$ cat config.mk
export PLATFORM = sky130hd
export DESIGN_NAME = secuenciador_biquad_param
export DESIGN_NICKNAME = d
export VERILOG_FILES = /design/src/rtl/secuenciador_biquad_param.sv
export SDC_FILE = /design/constraint.sdc
export NUM_CORES = 1
export LEC_CHECK = 0
export ABC_AREA = 1
export BUFFER_PORTS_ARGS = -buffer_cell sky130_fd_sc_hd__clkbuf_2
export CORE_MARGIN = 5
export CORE_UTILIZATION = 45
export CTS_CLUSTER_DIAMETER = 30
export DETAILED_ROUTE_END_ITERATION = 8
export PLACE_DENSITY_LB_ADDON = 0.25
export SLEW_MARGIN = 20
export SYNTH_ARGS = -nofsm -noshare
export SYNTH_HDL_FRONTEND = slang
export SYNTH_SLANG_ARGS = --single-unit
$ cat constraint.sdc
create_clock -name clk -period 1.4 [get_ports clk]
set_input_delay 0.35 -clock clk [delete_from_list [all_inputs] [get_ports clk]]
set_output_delay 0.35 -clock clk [all_outputs]
set_load 0.05 [all_outputs]
$ cat src/rtl/secuenciador_biquad_param.sv
// secuenciador_biquad_param: N-op / W-wait / C-channel MAC sequencer driving the biquad datapath selects and enables.
// Sticky overrun reporting is built only when SEQ_OVERRUN_EN is defined.
module secuenciador_biquad_param #(
  parameter int N_OPS = 5,
  parameter int WAIT_CYC = 4,
  parameter int N_CH = 1,
  localparam int OPW = $clog2(N_OPS + 1),
  localparam int CHW = (N_CH > 1) ? $clog2(N_CH) : 1
) (
  input  logic             clk,
  input  logic             reset,
  input  logic             datolisto,
  input  logic             clr_overrun,
  output logic [OPW-1:0]   op_sel,
  output logic [N_OPS-1:0] en_op,
  output logic             en_suma,
  output logic             en_hist,
  output logic [CHW-1:0]   canal,
  output logic             resultadolisto,
  output logic             busy,
  output logic             overrun
);
  localparam int WW = (WAIT_CYC > 0) ? $clog2(WAIT_CYC + 1) : 1;
  localparam logic [OPW-1:0] OP_LAST = OPW'(N_OPS);
  localparam logic [WW-1:0] W_LAST = WW'(WAIT_CYC);
  localparam logic [CHW-1:0] CH_LAST = CHW'(N_CH - 1);
  localparam logic [N_OPS-1:0] OP_ONE = N_OPS'(1);
  typedef enum logic [2:0] {IDLE, ISSUE, WAIT, FINAL, RESULT} state_t;
  state_t state;
  logic [OPW-1:0] op_cnt;
  logic [WW-1:0] w_cnt;
  logic [CHW-1:0] ch_cnt;
  logic last_op, fire;
  assign last_op = op_cnt == OP_LAST;
  // with no wait cycles the capture happens in the issue cycle itself
  assign fire = (state == ISSUE && WAIT_CYC == 0) || (state == WAIT && w_cnt == W_LAST);
  always_ff @(posedge clk or negedge reset)
    if (!reset) begin
      state <= IDLE;
      op_cnt <= '0;
      w_cnt <= '0;
      ch_cnt <= '0;
    end else
      case (state)
        IDLE:
          if (datolisto) begin
            state <= ISSUE;
            op_cnt <= OPW'(1);
            ch_cnt <= '0;
          end
        ISSUE:
          if (WAIT_CYC != 0) begin
            state <= WAIT;
            w_cnt <= WW'(1);
          end else if (last_op) state <= FINAL;
          else op_cnt <= op_cnt + 1'b1;
        WAIT:
          if (w_cnt != W_LAST) w_cnt <= w_cnt + 1'b1;
          else if (last_op) state <= FINAL;
          else begin
            op_cnt <= op_cnt + 1'b1;
            state <= ISSUE;
          end
        FINAL: state <= RESULT;
        RESULT:
          if (ch_cnt != CH_LAST) begin
            ch_cnt <= ch_cnt + 1'b1;
            op_cnt <= OPW'(1);
            state <= ISSUE;
          end else state <= IDLE;
        default: state <= IDLE;
      endcase
  assign op_sel = state == ISSUE ? op_cnt : '0;
  assign en_op = fire ? OP_ONE << (op_cnt - 1'b1) : '0;
  assign en_suma = state == FINAL;
  assign en_hist = state == RESULT;
  assign resultadolisto = state == RESULT && ch_cnt == CH_LAST;
  assign canal = state == IDLE ? '0 : ch_cnt;
  assign busy = state != IDLE;
`ifdef SEQ_OVERRUN_EN
  always_ff @(posedge clk or negedge reset)
    if (!reset) overrun <= 1'b0;
    else if (datolisto && busy) overrun <= 1'b1;
    else if (clr_overrun) overrun <= 1'b0;
`else
  logic unused_clr;
  assign unused_clr = clr_overrun;
  assign overrun = 1'b0;
`endif
endmodule

* After elaboration in Yosys (flattened, before gate mapping)
Cells that the tools add are included.
** Cells by class
- $add $sub $neg :: 4
- Eq/ne operators :: 12
- Bitwise operators :: 1
- Multiplexer cells :: 17
- Shift-type cells :: 1
- Reductions and logical operators :: 11
** Operator list (number)
- $mux 3 :: 7
- $pmux 3 s5 :: 1
- $eq 3x3->1 const B :: 3
- $pmux 3 s3 :: 1
- $add 3x1->3 const B :: 2
- $eq 3x2->1 const B :: 2
- $ne 2x2->1 const B :: 3
- $pmux 3 s2 :: 1
- $reduce_and 2->1 :: 3
- $reduce_bool 3->1 :: 2
- $mux 5 :: 1
- $reduce_and 5->1 :: 1
- $shl 1x3->5 const A :: 1
- $mux 1 :: 4
- $ne 2x1->1 const B :: 2
- $reduce_bool 2->1 :: 2
- $eq 3x1->1 const B :: 1
- $logic_not 3->1 :: 1
- $ne 3x3->1 const B :: 1
- $sub 3x1->3 const B :: 1
- $logic_and 1x1->1 :: 2
- $mux 2 :: 1
- $pmux 1 s2 :: 1
- $add 1x1->1 const B :: 1
- $not 1->1 :: 1
** Word-level totals
- Register bits after elaboration :: 10
- Output and inout bits :: 14
- Logic and storage cells :: 50

* Depth between registers and ports, before layout
Gate-level depths: netlist of the first run.
- Word-level depth :: 4
- Mapped depth :: 8
- Mapped depth without buffers :: 8

* Worst setup path before layout of the first run
Ideal clock, no wire load.
- Kind :: reg-to-output
- From :: register state[2]
- To :: output port resultadolisto
- Stages on the path, launching flop included :: 4
- Arrival :: 1.992 ns
- Required time :: 1.050 ns
- Buffers on the path :: 1
- Slack :: -0.942 ns
- Cells stage by stage :: dfrtp_1 -> inv_1 -> nor3_1 -> buf_4
** On the way
- Longest elaborated chain between the ends :: 2
** RTL lines
- from (decl) :: line 29 : state_t state;
- from (signal assigned) :: line 39 : state <= IDLE;
- from (signal assigned) :: line 47 : state <= ISSUE;
- from (signal assigned) :: line 53 : state <= WAIT;
- $eq 3x3->1
- named net en_hist :: line 17 : output logic en_hist,
- $logic_and 1x1->1 :: line 77 : assign resultadolisto = state == RESULT && ch_cnt == CH_LAST;
- to (decl) :: line 19 : output logic resultadolisto,
The timed path passes the listed nets, and every way through them passes these cells.

* Worst setup path after layout of the first run
- From :: register op_cnt[1]
- To :: output port en_op[4]
** On the way
- Longest elaborated chain between the ends :: 3
** RTL lines
- from (decl) :: line 30 : logic [OPW-1:0] op_cnt;
- from (signal assigned) :: line 56 : else op_cnt <= op_cnt + 1'b1;
- from (signal assigned) :: line 61 : op_cnt <= op_cnt + 1'b1;
- $sub 3x1->3 :: line 74 : assign en_op = fire ? OP_ONE << (op_cnt - 1'b1) : '0;
- $shl 1x3->5 :: line 74
- $mux 5 :: line 74
- to (decl) :: line 15 : output logic [N_OPS-1:0] en_op,
Every way passes these cells.

==> results.cfg, run 1 <==
[setup_path]
path_max_fanout = 4
path_cells = inv_2 -> ha_4 -> or2_4 -> nand2_4 -> inv_4 -> nor3_4 -> buf_8
r2r_cells = 8
arrival_ps = 1540
cp-end-kind = output port
crit_type = flop to output port
max_stage_delay_ps = 360
path_depth = 7
slowest_stage = dfrtp_1
cp-start-kind = flop
r2r_start = op_cnt[0]$_DFFE_PN0P_
worstPathBufferInverterCount = 3
reg2reg_slack_ps = -150
critPathTopFamily = simple AND/OR/NAND/NOR gates
required_ps = 1050
r2r_end = op_cnt[0]$_DFFE_PN0P_

[synth]
synth_edf_count = 0
synth_warnings = 0
synth_cell_type_count = 22
synth_xor_area_share_pct = 2.54
yosysMostFrequentCell = nand2_1
synthSimpleGateAreaFrac_pct = 39.9
synth_top_cells_by_count = nand2_1 (19), nor2_1 (13), inv_1 (12), dfrtp_1 (9), nand3_1 (8)
synth-seq-cells = 9
avgSynthCellArea_um2 = 7.67
syn_inst = 90
ys_async_sr_fraction_pct = 100
synthFlopType = dfrtp_1
synth_top_family_by_area = simple AND/OR/NAND/NOR gates
synth_top_area_cell = dfrtp_1
synth_mux_area_share_pct = 0
ys_seq_area_share_pct = 32.6
synth-compound-area-share_pct = 1.45
yosys-top-cells-area = dfrtp_1 (33%), ha_1 (13%), nand2_1 (10%)
yosys.area_share.adder_pct = 12.7
netlist_area_um2 = 691
yosysTopAreaCellShare_pct = 32.6

[clocking]
clock_latency_ps = 270
clkTransAtPathRegs_ps = 70
htreeDepth = 1
cts_buffer_depth = 2
cts_tree = yes
cts-root-buf = clkbuf_4
cts_sinks = 9
numCtsBuffers = 3

[routing]
drt-vias-per-instance = 5.07
first_pass_iters = 4
remaining_drc_errors = 0
ant_nets = 0
vias = 746
routedWlPerCell_um = 14.4
drtIter0Drc = 20
routed_wl_mm = 2.11

[final_layout]
multi_input_area_um2 = 537
area_growth_syn_to_layout_pct = 84.8
fin_area_mm2 = 0.00128
nNetsFinal = 143
fill_cells = 79
regArea_um2 = 226
drive_above_1_share_pct = 55.0
n_antenna_cell = 0

[sta]
rsz0062_at_grt = true
final-setup-viol-count = 16
drv_slew = 0
min_period_ps = 1890
finalWorstSetupSlack_ps = -487
fin_crit_sh_pct = 135
finClkSkew_ps = 11.2
whs_ps = 467
hold_viol = 0
clock.fmax_mhz = 530

[run_status]
violations = negative setup slack
status = finished, violations left

[floorplan]
die_x_um = 49.2
row_count = 14
ios = 18
die_h_um = 49.2
start_util_pct = 46.4
design.core.area_mm2 = 0.00149
die-area_mm2 = 0.00242

[place]
port_buffers = 14
dp_slack_ps = -302
gp_congestion = 0.752
dp_hpwl_mm = 1.26
dpl-instance-area_um2 = 995

[grt]
grt-ovfl-total = 0
grt_pass1_vias = 746
grt_pass1_wl_mm = 3.22
grt_max_degree = 10
antenna_found_initial = 0
grt_util_all_layers_pct = 16.8

[worst_hold_path]
hp-class = input pin to async pin

[job]
maxCapViolations = 0

[power]
powerDensity_mw_per_mm2 = 2340
ir_drop_mv = 1.42
p_leak_nw = 0.619
## logic make-up after synthesis
group | after synthesis
and+or+nand+nor | 53
buffers and inverters | 16
DFF | 9
adders and majority gates | 7
AOI/OAI and AO/OA | 2
xor gates and xnor gates | 2
other | 1
## per-layer routing
| metal | routed length, µm | share of wire (%) | up-vias | track usage, % |
|---|---|---|---|---|
| met4 | 21 | 1.0 | 0 | 4.48 |
| met5 | 0 | 0 | - | 0 |
| met3 | 79 | 3.7 | 2 | 4.28 |
| met1 | 847 | 40 | 362 | 19.5 |
| met2 | 1160 | 55 | 19 | 29.8 |
| li1 | - | - | 363 | - |
## how the worst max path moves through the flow
| stage | to | slack [ps] | from |
|---|---|---|---|
| 2_1_floorplan | op_sel[0] | -380 | state[2]$_DFFE_PN0P_ |
| 3_3_place_gp | en_op[4] | -270 | op_cnt[1]$_DFFE_PN0P_ |
| 3_5_place_dp | en_op[4] | -300 | op_cnt[1]$_DFFE_PN0P_ |
| 4_1_cts | en_op[4] | -500 | op_cnt[1]$_DFFE_PN0P_ |
| 5_1_grt | en_op[4] | -530 | op_cnt[1]$_DFFE_PN0P_ |
| 6_report | en_op[4] | -490 | op_cnt[1]$_DFFE_PN0P_ |
## per-stage QoR
stage               instances  power, mW  setup TNS [ps]  util, %
global route              147       3.19           -5860     85.7
detailed placement        137       2.21           -2090     66.8
global placement          137       2.16           -1850     66.8
finish                    147       2.98           -5050     85.7
CTS                       144       2.69           -4170     80.5
floorplan                  91       1.56           -3020        -
## flip-flops by register name (all words and copies together), names as in the netlist
| signal | cells |
|---|---|
| w_cnt | 3 |
| state | 3 |
| op_cnt | 3 |
## layout by cell type, fill, tap and decap left out, types with 5 or more instances in the layout
cell / synthesis / routed
nand2_1: 19 / 15
nand3_1: 8 / 7
nor2_1: 13 / 5
buf_4: 3 / 18
buf_6: 0 / 6
buf_8: 0 / 10
dfrtp_1: 9 / 8
nor2_4: 1 / 8
ha_1: 7 / 5
inv_1: 12 / 8
## area by class of cell
type	instances	share of cell area (%)
flip-flops and latches	9	17.7
multi-input cells	66	42.1
repair buffers	39	32.4
well taps	16	1.57
inverters	13	4.22
clock buffers	4	2.06
## worst register-to-register path, cell delays in order (launching register included)
cell and delay (ps):
dfrtp_1 390, buf_4 150, ha_1 220, buf_4 130, nand2_1 90, nand3b_1 150
nand4_1 150, nand2_1 90, nand2_1 60
## power by group
group / switching, mW / total [mW] / internal [mW]
logic: 1.31 / 2.30 / 0.987
registers: 0.101 / 0.478 / 0.377
clock network: 0.0996 / 0.210 / 0.110
## repair_timing
action	CTS	global route
hold endpoints to repair	9	0
hold buffers	1	0
gates cloned	0	0
buffers inserted	2	3
pin swaps	5	6
setup endpoints to repair	15	16
gates resized for setup	38	20
Power figures use the tool's default switching activity.
==> run 2: changes to the inputs <==
--- a/config.mk
+++ b/config.mk
@@ -7,10 +7,10 @@
 export LEC_CHECK = 0
 export ABC_AREA = 1
 export BUFFER_PORTS_ARGS = -buffer_cell sky130_fd_sc_hd__clkbuf_2
-export CORE_MARGIN = 5
-export CORE_UTILIZATION = 45
+export CORE_AREA = 5 5 42 44
 export CTS_CLUSTER_DIAMETER = 30
 export DETAILED_ROUTE_END_ITERATION = 8
+export DIE_AREA = 0 0 47 49
 export PLACE_DENSITY_LB_ADDON = 0.25
 export SLEW_MARGIN = 20
 export SYNTH_ARGS = -nofsm -noshare
==> constraint.sdc (replaced) <==
create_clock -name clk -period 2.4 [get_ports clk]
set_input_delay 0.6 -clock clk [delete_from_list [all_inputs] [get_ports clk]]
set_output_delay 0.6 -clock clk [all_outputs]
set_load 0.05 [all_outputs]
==> results.cfg, run 2 (same netlist as run 1, synthesis figures left out) <==
[floorplan]
die_h_um = 49
die_x_um = 47
start_util_pct = 49.3
design.core.area_mm2 = 0.00140
row_count = 14
die-area_mm2 = 0.00230
ios = 18

[setup_path]
path_max_fanout = 7
crit_type = flop to output port
arrival_ps = 1690
required_ps = 1800
cp-start-kind = flop
r2r_cells = 8
cp-end-kind = output port

[power]
powerDensity_mw_per_mm2 = 1360
fin_total_pwr_mw = 1.12
ir_drop_mv = 0.813
p_leak_nw = 0.456

[clocking]
numCtsBuffers = 3
cts_tree = yes
cts_sinks = 9
cts_buffer_depth = 2
cts-root-buf = clkbuf_4
clock_latency_ps = 270
ctsHoldBuffers = 0
clkTransAtPathRegs_ps = 60
htreeDepth = 1

[routing]
first_pass_iters = 4
routed_wl_mm = 1.32
vias = 583
remaining_drc_errors = 0
drtIter0Drc = 1
drt-vias-per-instance = 4.66
routedWlPerCell_um = 10.6
ant_nets = 0

[final_layout]
multi_input_area_um2 = 403
nNetsFinal = 121
n_antenna_cell = 0
regArea_um2 = 225
drive_above_1_share_pct = 28.4
area_growth_syn_to_layout_pct = 19.4
fill_cells = 155
top_regs = op_cnt: 3 flops, state: 3 flops, w_cnt: 3 flops
layout_common_cells = nand2_1 (19), nor2_1 (13), inv_1 (11), clkbuf_2 (11), dfrtp_1 (9)
mostFrequentLayoutCell = nand2_1

[grt]
grt_util_all_layers_pct = 13.1
grt_max_degree = 10
grt-ovfl-total = 0
antenna_found_initial = 0
grt_pass1_wl_mm = 2.09
grt_pass1_vias = 479

[worst_hold_path]
hp-class = input pin to async pin

[sta]
finClkSkew_ps = 1.99
rsz0062_at_grt = false
tns_ps = 0
clock.fmax_mhz = 438
drv_slew = 0
hold_viol = 0
fin_crit_sh_pct = 95.2
final-setup-viol-count = 0
min_period_ps = 2290

[place]
gp_congestion = 0.666
port_buffers = 14
dp_hpwl_mm = 1.07

[job]
maxCapViolations = 0

[run_status]
status = completed
==> run 2: area by class of cell <==
class / count / share of cell area [%]
Multi-Input combinational cell: 66 / 48.9
Sequential cell: 9 / 27.3
Timing Repair Buffer: 17 / 12.3
Inverter: 13 / 5.92
Clock buffer: 4 / 3.19
Tap cell: 16 / 2.43
==> run 2: stage by stage <==
stage / cell area (µm²) / utilization (%) / hold WS [ps] / cells / worst slack, ps
2_1_floorplan: 699 / - / 304 / 91 / 91.9
3_3_place_gp: 767 / 54.7 / 467 / 118 / 252
3_5_place_dp: 767 / 54.7 / 473 / 118 / 209
4_1_cts: 810 / 57.8 / 181 / 123 / 34.9
5_1_grt: 825 / 58.8 / 178 / 125 / 1.98
6_report: 825 / 58.8 / 181 / 125 / 115
==> run 2: timing repair <==
item	in CTS	in global routing
gates resized for setup	2	3
pin swaps	0	1
endpoints found under the setup margin	1	5
gates cloned	0	0
setup buffers	1	2
==> run 2: worst paths after layout <==
path,startpoint,end,slack (ps)
max,state[0]$_DFFE_PN0P_,en_op[2],110
min,reset,w_cnt[1]$_DFFE_PN0P_,180
max reg2reg,op_cnt[0]$_DFFE_PN0P_,op_cnt[2]$_DFFE_PN0P_,930
min reg2reg,w_cnt[0]$_DFFE_PN0P_,w_cnt[0]$_DFFE_PN0P_,510
max in group asynchronous,reset,state[1]$_DFFE_PN0P_,2030
min in group clk,w_cnt[0]$_DFFE_PN0P_,w_cnt[0]$_DFFE_PN0P_,510
==> run 2: power by group <==
| group | switching, mW | total (mW) | internal (mW) |
|---|---|---|---|
| clock | 0.0562 | 0.120 | 0.0643 |
| combinational | 0.470 | 0.690 | 0.220 |
| sequential | 0.0914 | 0.309 | 0.218 |
| total | 0.617 | 1.12 | 0.503 |
==> run 2: worst max-delay path, stage by stage, from the launching register on <==
cell and delay (ps):
dfrtp_1 460, nor2_4 240, nand2_2 110, inv_2 110, nand3_4 100, nor2_1 120
clkbuf_2 280
==> run 2: layer usage <==
layer | wire (µm) | track usage [%] | vias to the layer above | part of all wire (%)
li1 | - | - | 315 | -
met1 | 571 | 14.2 | 251 | 43
met2 | 642 | 19.9 | 12 | 49
met3 | 56 | 3.32 | 5 | 4.2
met4 | 51 | 11.1 | 0 | 3.9
met5 | 0 | 0 | - | 0
